`src/rtl/seg_pipe_adder_if.sv`:
```
// Operand/result handshake bundle for seg_pipe_adder.
// The master drives operands and out_ready; the slave (the adder) drives results.
interface seg_pipe_adder_if #(
  parameter int N = 32
);
  logic         in_valid;
  logic         in_ready;
  logic [N-1:0] a;
  logic [N-1:0] b;
  logic         sub;
  logic         carry_in;
  logic         flush;
  logic         out_valid;
  logic         out_ready;
  logic [N-1:0] s;
  logic         carry_out;
  logic         flag_n;
  logic         flag_z;
  logic         flag_v;

  modport master (
    output in_valid, a, b, sub, carry_in, flush, out_ready,
    input  in_ready, out_valid, s, carry_out, flag_n, flag_z, flag_v
  );

  modport slave (
    input  in_valid, a, b, sub, carry_in, flush, out_ready,
    output in_ready, out_valid, s, carry_out, flag_n, flag_z, flag_v
  );
endinterface

```
`src/rtl/seg_pipe_adder.sv`:
```
// Carry-segmented pipelined adder/subtractor: SEG stages, each adding one N/SEG-bit slice.
// The whole pipe advances together and holds as one unit while the output is stalled.
module seg_pipe_adder #(
  parameter int N   = 32,
  parameter int SEG = 4
) (
  input  logic               clk,
  input  logic               rst,
  seg_pipe_adder_if.slave    bus
);
  localparam int W = N / SEG;

  if ((SEG < 1) || ((N % SEG) != 0)) begin : g_bad_seg
    $error("seg_pipe_adder: N must be a positive multiple of SEG");
  end

  logic [N-1:0] w_be;
  logic         w_stall;
  logic         w_adv;

  assign w_be         = bus.sub ? ~bus.b : bus.b;
  assign w_stall      = bus.out_valid & ~bus.out_ready;
  assign w_adv        = ~w_stall;
  assign bus.in_ready = ~w_stall;

  // Stage k owns sum bits [DONE-1:0] and forwards only the operand bits above DONE.
  for (genvar k = 0; k < SEG; k++) begin : g_st
    localparam int DONE = (k + 1) * W;

    logic [W-1:0]    w_sa;
    logic [W-1:0]    w_sb;
    logic            w_ci;
    logic            w_vin;
    logic [W:0]      w_sum;
    logic [DONE-1:0] w_snext;
    logic            r_v;
    logic            r_c;
    logic [DONE-1:0] r_s;

    if (k == 0) begin : g_src
      assign w_sa    = bus.a[W-1:0];
      assign w_sb    = w_be[W-1:0];
      assign w_ci    = bus.carry_in;
      assign w_vin   = bus.in_valid;
    end else begin : g_src
      assign w_sa    = g_st[k-1].g_fwd.r_a[W-1:0];
      assign w_sb    = g_st[k-1].g_fwd.r_b[W-1:0];
      assign w_ci    = g_st[k-1].r_c;
      assign w_vin   = g_st[k-1].r_v;
    end

    assign w_sum = {1'b0, w_sa} + {1'b0, w_sb} + {{W{1'b0}}, w_ci};

    if (k == 0) begin : g_snext
      assign w_snext = w_sum[W-1:0];
    end else begin : g_snext
      assign w_snext = {w_sum[W-1:0], g_st[k-1].r_s};
    end

    always_ff @(posedge clk or posedge rst) begin
      if (rst) begin
        r_v <= 1'b0;
        r_c <= 1'b0;
        r_s <= '0;
      end else begin
        if (bus.flush) begin
          r_v <= 1'b0;
        end else if (w_adv) begin
          r_v <= w_vin;
        end
        if (w_adv) begin
          r_c <= w_sum[W];
          r_s <= w_snext;
        end
      end
    end

    if (k < SEG - 1) begin : g_fwd
      logic [N-DONE-1:0] r_a;
      logic [N-DONE-1:0] r_b;
      logic [N-DONE-1:0] w_na;
      logic [N-DONE-1:0] w_nb;

      if (k == 0) begin : g_nsrc
        assign w_na = bus.a[N-1:DONE];
        assign w_nb = w_be[N-1:DONE];
      end else begin : g_nsrc
        assign w_na = g_st[k-1].g_fwd.r_a[N-k*W-1:W];
        assign w_nb = g_st[k-1].g_fwd.r_b[N-k*W-1:W];
      end

      always_ff @(posedge clk or posedge rst) begin
        if (rst) begin
          r_a <= '0;
          r_b <= '0;
        end else if (w_adv) begin
          r_a <= w_na;
          r_b <= w_nb;
        end
      end
    end

    // The top slice carries a[N-1] and be[N-1], so overflow is resolved here.
    if (k == SEG - 1) begin : g_flags
      logic r_fn;
      logic r_fz;
      logic r_fv;

      always_ff @(posedge clk or posedge rst) begin
        if (rst) begin
          r_fn <= 1'b0;
          r_fz <= 1'b0;
          r_fv <= 1'b0;
        end else if (w_adv) begin
          r_fn <= w_snext[DONE-1];
          r_fz <= (w_snext == '0);
          r_fv <= (w_sa[W-1] == w_sb[W-1]) && (w_snext[DONE-1] != w_sa[W-1]);
        end
      end
    end
  end

  assign bus.out_valid = g_st[SEG-1].r_v;
  assign bus.s         = g_st[SEG-1].r_s;
  assign bus.carry_out = g_st[SEG-1].r_c;
  assign bus.flag_n    = g_st[SEG-1].g_flags.r_fn;
  assign bus.flag_z    = g_st[SEG-1].g_flags.r_fz;
  assign bus.flag_v    = g_st[SEG-1].g_flags.r_fv;
endmodule

```
`src/flat_wrapper.sv`:
```
// flat-port wrapper written by rule: the top's interface ports become plain ports
module seg_pipe_adder_flat 
#(
  parameter int N   = 32,
  parameter int SEG = 4
)
  (clk, rst, bus_in_valid, bus_a, bus_b, bus_sub, bus_carry_in, bus_flush, bus_out_ready, bus_in_ready, bus_out_valid, bus_s, bus_carry_out, bus_flag_n, bus_flag_z, bus_flag_v);
  seg_pipe_adder_if #(.N(N)) bus_i ();
  input  logic clk;
  input  logic rst;
  input wire logic [$bits(bus_i.in_valid)-1:0] bus_in_valid;
  input wire logic [$bits(bus_i.a)-1:0] bus_a;
  input wire logic [$bits(bus_i.b)-1:0] bus_b;
  input wire logic [$bits(bus_i.sub)-1:0] bus_sub;
  input wire logic [$bits(bus_i.carry_in)-1:0] bus_carry_in;
  input wire logic [$bits(bus_i.flush)-1:0] bus_flush;
  input wire logic [$bits(bus_i.out_ready)-1:0] bus_out_ready;
  output wire logic [$bits(bus_i.in_ready)-1:0] bus_in_ready;
  output wire logic [$bits(bus_i.out_valid)-1:0] bus_out_valid;
  output wire logic [$bits(bus_i.s)-1:0] bus_s;
  output wire logic [$bits(bus_i.carry_out)-1:0] bus_carry_out;
  output wire logic [$bits(bus_i.flag_n)-1:0] bus_flag_n;
  output wire logic [$bits(bus_i.flag_z)-1:0] bus_flag_z;
  output wire logic [$bits(bus_i.flag_v)-1:0] bus_flag_v;
  assign bus_i.in_valid = bus_in_valid;
  assign bus_i.a = bus_a;
  assign bus_i.b = bus_b;
  assign bus_i.sub = bus_sub;
  assign bus_i.carry_in = bus_carry_in;
  assign bus_i.flush = bus_flush;
  assign bus_i.out_ready = bus_out_ready;
  assign bus_in_ready = bus_i.in_ready;
  assign bus_out_valid = bus_i.out_valid;
  assign bus_s = bus_i.s;
  assign bus_carry_out = bus_i.carry_out;
  assign bus_flag_n = bus_i.flag_n;
  assign bus_flag_z = bus_i.flag_z;
  assign bus_flag_v = bus_i.flag_v;
  seg_pipe_adder #(.N(N), .SEG(SEG)) u_core (.clk(clk), .rst(rst), .bus(bus_i));
endmodule
```
`config.mk`:
```
export PLATFORM = sky130hd
export DESIGN_NAME = seg_pipe_adder_flat
export DESIGN_NICKNAME = d
export VERILOG_FILES = /design/src/rtl/seg_pipe_adder_if.sv /design/src/rtl/seg_pipe_adder.sv /design/src/flat_wrapper.sv
export SDC_FILE = /design/constraint.sdc
export NUM_CORES = 1
export LEC_CHECK = 0
export CAP_MARGIN = 10
export CORE_ASPECT_RATIO = 0.75
export CORE_MARGIN = 2
export CORE_UTILIZATION = 56
export DETAILED_ROUTE_END_ITERATION = 8
export DONT_BUFFER_PORTS = 1
export GPL_ROUTABILITY_DRIVEN = 0
export MAX_ROUTING_LAYER = met4
export PLACE_DENSITY = 0.74
export SKIP_CTS_REPAIR_TIMING = 1
export SLEW_MARGIN = 20
export SYNTH_ARGS = -nofsm -noshare
export SYNTH_HDL_FRONTEND = slang
export SYNTH_SLANG_ARGS = --single-unit
```
`constraint.sdc`:
```
create_clock -name clk -period 5.1 [get_ports clk]
set_input_delay 0.51 -clock clk [delete_from_list [all_inputs] [get_ports clk]]
set_output_delay 0.51 -clock clk [all_outputs]
set_load 0.02 [all_outputs]
```
==> flow_results.org, run 1 <==
** STA
- Setup violations remaining at the end of the flow were counted as 0.
- The final max-slew violation count was 0.
- Final Hold Viols :: 0
- Max Fclk :: 0.377 GHz
- Clock skew on the completed layout was measured at 0.0122 ns.
- At the pin with the least slew margin, the transition time is 0.776 ns.
- Headroom to the max-slew limit came out at 48.3%.
- Setup total negative slack on the finished layout was measured at 0 ns.
- Setup repair after global routing left no endpoint under its margin.
- Post-route fraction of the period consumed by the critical path :: 52.0%
- Minimum clock period after layout :: 2.65 ns

** Clock network
- Depth of the CTS H-tree :: 4
- Clock slew at the register clock pins of the worst setup and hold paths :: 0.07 ns
- Library cell used as clock root buffer :: sky130_fd_sc_hd__clkbuf_16
- Clk sinks :: 186
- The number of clock buffers added by TritonCTS is 17.
- Clock tree buffer depth :: 2
- TritonCTS built the clock tree.
- Skew-Pair Late Insertion Delay :: 0.43 ns

** Cells and area
- # diodes :: 0
- Area of the multi-input gates :: 3520 um2
- The finished layout holds 1124 standard cells, fillers aside.
- Counting the fill cells in the layout gives 1289.
- The net count of the finished layout is 1020.
- P&R area growth vs syn :: 8.98%
- Final design instance area without fill :: 9190 um2
- The post-route netlist has 4.98% of its cells at a drive strength greater than 1.
- Seq. cell area :: 4650 um2

** Drt
- First DRT Iteration DRCs :: 301
- Average wire length per cell after detail routing :: 14.4 um
- The routed layout has 5746 vias.
- Total length of routed met2 wires :: 6.59 mm
- Top layer in use :: met4
- After detailed routing, the number of remaining DRC violations is 0.
- The detailed router put a total of 8.39 mm of wire on met1.
- Detailed-routed wire length on met3 :: 1.03 mm
- Antenna violation net count after detailed routing :: 0
- After detailed routing, the number of vias per cell comes to 5.11.
- Post-Route WL :: 16.1 mm
- Number of optimization iterations in the first detailed-route pass :: 4

** Placed design
- Cell Area, Placed :: 8590 um2
- Placed instance count :: 1093
- # port buffers :: 0
- Hpwl dp :: 11.0 mm

** Critical path
- Critical Path End Type :: flop
- Crit path kind :: reg -> reg
- In this run the critical register-to-register path is launched from u_core.bus.out_valid.
- CP max FO :: 165
- The worst setup path is launched from a flop.
- Data required time at the worst endpoint :: 5.41 ns
- The most critical setup path has its startpoint at u_core.bus.out_valid.
- STA puts the critical path data arrival time at 2.96 ns.

** Floorplanning
- Number of I/O pins :: 109
- Starting utilization of the core area :: 57.7%
- Height of the die :: 110 um
- Cell Rows :: 38
- The floorplan step defined a die boundary enclosing 16100 um2.
- From left edge to right edge, the die measures 146 um.
- The core region is 14600 um2.

** Synth
- Of the synthesized area, sequential elements account for 55.2%.
- Syn Inst Count :: 932
- Each instance of the synthesized netlist takes up on average 9.04 um2.
- The synthesized design contains 0 enable-type register cells.
- Distinct cells, synth :: 37
- Number of warning messages in the yosys log :: 0
- Top cell type's share of synthesized area :: 55.2%
- The most used flip-flop cell after synthesis is sky130_fd_sc_hd__dfrtp_1.
- Register bit count reported by yosys :: 186
- Cell types occupying the most area after synthesis :: sky130_fd_sc_hd__dfrtp_1, sky130_fd_sc_hd__nand2_1, sky130_fd_sc_hd__ha_1
- Synthesized net count :: 1039
- In the synthesized netlist the async set-or-reset flop fraction comes to 100%.
- Summing every instance area after synthesis gives 8430 um2.
- Of all cell types, the one taking the most synthesized area is sky130_fd_sc_hd__dfrtp_1.

** Run status
- The flow ran to the end, and the final reports show no timing, DRC or antenna violations.

** Worst hold path
- Start point of the worst min-delay path :: bus_flush
- Path category of the worst min-delay check :: in -> reg

** Global route
- The first global-routing pass estimated 27.4 mm of wire.
- Via count of the first global-routing pass :: 5531
- Entering global routing, the biggest net connects 166 pins.
- Global routing finished with a remaining overflow of 0.
- Across every metal layer, demand over resource in global routing totals 22.3%.
- Antenna violations before repair :: 0

** Run
- Max-cap check violation count :: 0

** Pwr
- The worst-case IR drop observed on VDD is 0.272 mV.
- The analysis attributes to cell leakage a power of 4.44 nW.
- In this run the power density over the cells is 433 nW/um2.
-- per-stage QoR --
| stage | hold WS (ns) | util (%) | setup WS (ns) | total power [mW] |
|---|---|---|---|---|
| final | 0.139 | 62.9 | 2.45 | 3.98 |
| after global routing | 0.129 | 62.9 | 2.28 | 4.20 |
| after CTS | -0.0542 | 62.9 | 2.43 | 4.01 |
| after detailed placement | 0.401 | 58.8 | 2.45 | 2.70 |
| after global placement | 0.401 | 58.8 | 2.45 | 2.67 |
| after floorplan | 0.439 | - | 2.20 | 2.52 |
-- flip-flops by register name (all words and copies together) (netlist names) --
name and cells:
u_core.g_st.r_c 3, u_core.g_st.g_fwd.r_a 48, u_core.bus.carry_out 1, u_core.g_st.r_v 3, u_core.bus.out_valid 1, u_core.bus.flag_n 1, u_core.bus.flag_z 1, u_core.g_st.r_s 48
u_core.g_st.g_fwd.r_b 48, u_core.bus.flag_v 1, u_core.bus.s 31
-- final timing paths --
path / slack, ns / cells past startpoint / end
setup / recovery: 2.45 / 5 / u_core.bus.s[28]
hold / removal: 0.14 / 1 / u_core.g_st[2].r_v
setup reg to reg: 2.45 / 5 / u_core.bus.s[28]
hold reg to reg: 0.47 / 2 / u_core.g_st[1].r_s[1]
max in group asynchronous: 3.44 / 3 / u_core.g_st[2].g_fwd.r_b[3]
min in group asynchronous: 0.57 / 2 / u_core.g_st[0].r_s[0]
-- report_power, final --
group	switching, mW	total [mW]	internal [mW]
clock	0.532	1.31	0.780
combinational	0.315	0.572	0.257
sequential	0.341	2.10	1.76
-- cell usage after synthesis (3+ instances only) --
| master | n |
|---|---|
| sky130_fd_sc_hd__a21oi_1 | 19 |
| sky130_fd_sc_hd__o211a_1 | 3 |
| sky130_fd_sc_hd__nor3_1 | 11 |
| sky130_fd_sc_hd__buf_2 | 5 |
| sky130_fd_sc_hd__o21ai_0 | 40 |
| sky130_fd_sc_hd__clkbuf_1 | 35 |
| sky130_fd_sc_hd__buf_1 | 5 |
| sky130_fd_sc_hd__a211oi_1 | 3 |
| sky130_fd_sc_hd__ha_1 | 28 |
| sky130_fd_sc_hd__o21bai_1 | 4 |
| sky130_fd_sc_hd__xor2_1 | 11 |
| sky130_fd_sc_hd__nor4_1 | 7 |
| sky130_fd_sc_hd__nand2_1 | 428 |
| sky130_fd_sc_hd__inv_1 | 22 |
| sky130_fd_sc_hd__a21o_1 | 3 |
| sky130_fd_sc_hd__o21a_1 | 9 |
| sky130_fd_sc_hd__nor2b_1 | 5 |
| sky130_fd_sc_hd__o31ai_1 | 12 |
| sky130_fd_sc_hd__dfrtp_1 | 186 |
| sky130_fd_sc_hd__xnor2_1 | 34 |
| sky130_fd_sc_hd__nor2_1 | 32 |
| sky130_fd_sc_hd__a21boi_0 | 3 |
| sky130_fd_sc_hd__or3_1 | 3 |
| sky130_fd_sc_hd__fa_1 | 8 |
-- cells by family (layout without fill, tap and decap cells) --
kind of cell	count (synthesis)	in the layout	synth area share (%)
flops	186	186	55.2
mux	1	1	0.134
buf+inv	68	60	3.15
simple gates	491	491	22.7
xor+xnor	46	46	4.87
compound gates	104	104	7.84
fa+ha+maj	36	36	6.06
-- critical path, stage by stage, from the launching register on --
cell and delay (ns):
sky130_fd_sc_hd__dfrtp_1 0.46, sky130_fd_sc_hd__nor2b_4 0.17, sky130_fd_sc_hd__buf_12 0.22, sky130_fd_sc_hd__inv_4 0.61, sky130_fd_sc_hd__buf_4 0.60, sky130_fd_sc_hd__mux2_2 0.39
-- per-layer routing --
layer	vias up	track usage, %
met5	-	-
met4	0	5.46
met3	10	7.20
met2	119	30.0
met1	2684	32.8
li1	2933	-
-- cell type report --
| cell class | instances | area share, % |
|---|---|---|
| multi-input combinational | 678 | 38.3 |
| tap | 200 | 2.72 |
| sequential | 186 | 50.7 |
| clock inverter | 7 | 0.981 |
| inverter | 22 | 0.967 |
| clock buffer | 23 | 5.42 |
| timing repair buffer | 8 | 0.953 |
-- cell usage in the layout, fill, tap and decap left out, types with 3 or more instances in the layout --
master                       instances
sky130_fd_sc_hd__nand2_1           428
sky130_fd_sc_hd__dfrtp_1           186
sky130_fd_sc_hd__o21ai_0            40
sky130_fd_sc_hd__xnor2_1            34
sky130_fd_sc_hd__nor2_1             32
sky130_fd_sc_hd__ha_1               28
sky130_fd_sc_hd__inv_1              20
sky130_fd_sc_hd__a21oi_1            19
sky130_fd_sc_hd__clkbuf_16          17
sky130_fd_sc_hd__o31ai_1            12
sky130_fd_sc_hd__xor2_1             11
sky130_fd_sc_hd__nor3_1             11
sky130_fd_sc_hd__o21a_1              9
sky130_fd_sc_hd__fa_1                8
sky130_fd_sc_hd__nor4_1              7
sky130_fd_sc_hd__clkbuf_8            5
sky130_fd_sc_hd__buf_4               5
sky130_fd_sc_hd__nor2b_1             4
sky130_fd_sc_hd__o21bai_1            4
sky130_fd_sc_hd__a21boi_0            3
sky130_fd_sc_hd__a21o_1              3
sky130_fd_sc_hd__a211oi_1            3
sky130_fd_sc_hd__clkinvlp_4          3
sky130_fd_sc_hd__or3_1               3
sky130_fd_sc_hd__o211a_1             3
sky130_fd_sc_hd__clkinv_2            3
Note: power is estimated with default switching activity, not from simulation.
==> run 2: changes to the inputs <==
==> constraint.sdc (replaced) <==
create_clock -name clk -period 2.4 [get_ports clk]
set_input_delay 0.24 -clock clk [delete_from_list [all_inputs] [get_ports clk]]
set_output_delay 0.24 -clock clk [all_outputs]
set_load 0.02 [all_outputs]
==> flow_results.org, run 2 (synthesis gave the netlist of run 1 again) <==
** Worst hold path
- Start point of the worst min-delay path :: bus_b[11]
- Depth of the worst hold-timing path :: 2
- Hold Path End :: u_core.g_st[0].g_fwd.r_b[3]
- Path category of the worst min-delay check :: in -> reg

** Critical path
- CP top delay family :: adder cells
- Origin of the critical flop-to-flop path :: u_core.g_st[2].g_fwd.r_b[0]
- The largest single stage delay on the critical path is 0.42 ns.
- Critical Path End Type :: flop
- Crit start category :: flop
- For flop-to-flop paths, the worst setup slack is 0.08 ns.
- For this design, the slowest cell found on the critical path is sky130_fd_sc_hd__fa_2.
- Together, buffers and inverters on the worst path number 0.
- At the worst endpoint, the required time is 2.72 ns.
- The worst register-to-register path has a depth of 8.
- The signal on the critical path passes through fa_2 -> fa_2 -> a211oi_2 -> o21bai_1 -> a21oi_2 -> xnor2_1 -> nor2_1 -> a32o_1.
- CP max FO :: 2
- Reg-to-Reg End :: u_core.bus.flag_z
- Counting buffers and inverters, the worst setup path is 8 cells deep.
- By instance count, the cell type seen most on the critical path is sky130_fd_sc_hd__fa_2.
- The critical path is of the reg -> reg type.
- Arrival time at the worst endpoint :: 2.64 ns

** Run status
- The flow ran to the end, but the final reports show violations.
- Failing checks :: hold timing

** STA
- For the pin with the worst max-slew slack, the measured transition is 0.806 ns.
- Setup violations remaining at the end of the flow were counted as 0.
- Worst slew slack as a fraction of its limit :: 46.3%
- Final Hold Viols :: 4
- Final Max Tran Viols :: 0
- Minimum clock period after layout :: 2.32 ns
- Max Fclk :: 0.431 GHz
- Post-route fraction of the period consumed by the critical path :: 96.6%
- Clock Skews :: 0.00711 ns
- Adding up every negative setup slack in the final design gives 0 ns.
- Worst Hold Slack :: -0.00295 ns

** Drt
- The final route contains 5973 vias.
- For this block, the routed nets add up to 16.7 mm of wire.
- Dividing the detail-routed wire length by the instance count gives 14.4 um.
- First DRT Iteration DRCs :: 473
- Antenna violation net count after detailed routing :: 0
- Number of optimization iterations in the first detailed-route pass :: 6
- In the routed layout, each cell is associated on average with a via count of 5.15.
- Post-route DRC violation count :: 0

** Placed design
- # port buffers :: 0
- Placed instance count :: 1098
- Summing all placed instances gives a cell area of 8670 um2.
- Once detailed placement completed, the half-perimeter wirelength came to 11.2 mm.

** Cells and area
- The repair_antennas step left the layout with diodes totalling 0.
- Most frequent standard cell in the layout excluding fill and tap cells :: sky130_fd_sc_hd__nand2_1
- In the final layout, the registers with the most flip-flops are u_core.g_st.g_fwd.r_a (48), u_core.g_st.g_fwd.r_b (48), u_core.g_st.r_s (48).
- Summing all multi-input logic gate instances after layout gives 3560 um2.
- Final design instance area without fill :: 9640 um2
- P&R area growth vs syn :: 14.3%
- Registers take 4650 um2.
- Fraction of layout cells with a size suffix above 1 :: 6.25%
- Number of standard cells in the layout, taps in and fillers out :: 1160
- Most used cells in the layout excluding fill and tap cells :: sky130_fd_sc_hd__nand2_1, sky130_fd_sc_hd__dfrtp_1, sky130_fd_sc_hd__o21ai_0, sky130_fd_sc_hd__xnor2_1, sky130_fd_sc_hd__nor2_1
- Count of filler cells inserted in the layout :: 1196
- At the end of the flow, the number of nets in the layout was 1054.

** Clock network
- After clock tree synthesis, the clock-pin slew on the worst setup and hold paths is 0.07 ns.
- Depth of the CTS H-tree :: 4
- The cell sitting at the root of the clock tree is a sky130_fd_sc_hd__clkbuf_16.
- Clock tree synthesis inserted a total of 17 buffers.
- The clock drives 186 sinks.
- Skew-Pair Late Insertion Delay :: 0.43 ns
- Clock tree buffer depth :: 2
- TritonCTS built the clock tree.

** Global route
- Pin count of the biggest net entering global routing :: 159
- Via count of the first global-routing pass :: 5511
- The first global-routing pass estimated 27.7 mm of wire.
- Overall track demand over capacity in global routing :: 22.7%
- Total global routing overflow :: 0
- Antenna violations before repair :: 0

** Floorplanning
- After floorplanning, the core was divided into 38 placement rows.
- From bottom edge to top edge, the die measures 110 um.
- The die covers 16100 um2.
- Number of I/O pins :: 109
- Starting utilization of the core area :: 57.7%
- From left edge to right edge, the die measures 146 um.
- Core area :: 14600 um2

** Pwr
- Total power for the finished layout comes to 8.75 mW.
- Power per cell area :: 908 nW/um2
- The worst-case IR drop observed on VDD is 0.585 mV.
- Static Leakage :: 4.63 nW

** Run
- Max-cap check violation count :: 0
run 2: how the worst max path moves through the flow:
stage                                end  slack, ns                   startpoint
CTS                    u_core.bus.flag_z      -0.04  u_core.g_st[2].g_fwd.r_b[0]
global placement       u_core.bus.flag_z      -0.03  u_core.g_st[2].g_fwd.r_b[0]
floorplan           u_core.bus.carry_out      -0.23                          rst
detailed placement     u_core.bus.flag_z      -0.03  u_core.g_st[2].g_fwd.r_b[0]
finish                 u_core.bus.flag_z       0.08  u_core.g_st[2].g_fwd.r_b[0]
global route           u_core.bus.flag_z     -0.005  u_core.g_st[2].g_fwd.r_b[0]
run 2: layout make-up:
class	count	share of cell area, %
Inverter	22	0.922
Clock buffer	18	4.56
Sequential cell	186	48.3
Multi-Input combinational cell	678	36.9
Clock inverter	14	2.01
Timing Repair Buffer	42	4.70
Tap cell	200	2.60
run 2: where the power goes:
| part | leakage, nW | internal [mW] | total (mW) | switching (mW) |
|---|---|---|---|---|
| registers | 2.18 | 3.73 | 4.46 | 0.727 |
| clock network | 0.307 | 1.78 | 2.98 | 1.20 |
| logic | 2.15 | 0.610 | 1.32 | 0.707 |
| total | 4.63 | 6.12 | 8.75 | 2.64 |
run 2: through the flow:
| stage | worst slack (ns) | util (%) |
|---|---|---|
| after floorplan | -0.233 | - |
| after global placement | -0.0252 | 59.4 |
| after detailed placement | -0.0311 | 59.4 |
| after CTS | -0.0416 | 63.7 |
| after global routing | -0.00455 | 66.0 |
| final | 0.0817 | 66.0 |
run 2: routing by layer:
layer	GRT usage, %	part of all wire, %
met4	6.30	0.95
met3	6.58	6.2
met2	29.9	42
met5	-	0
met1	34.2	51
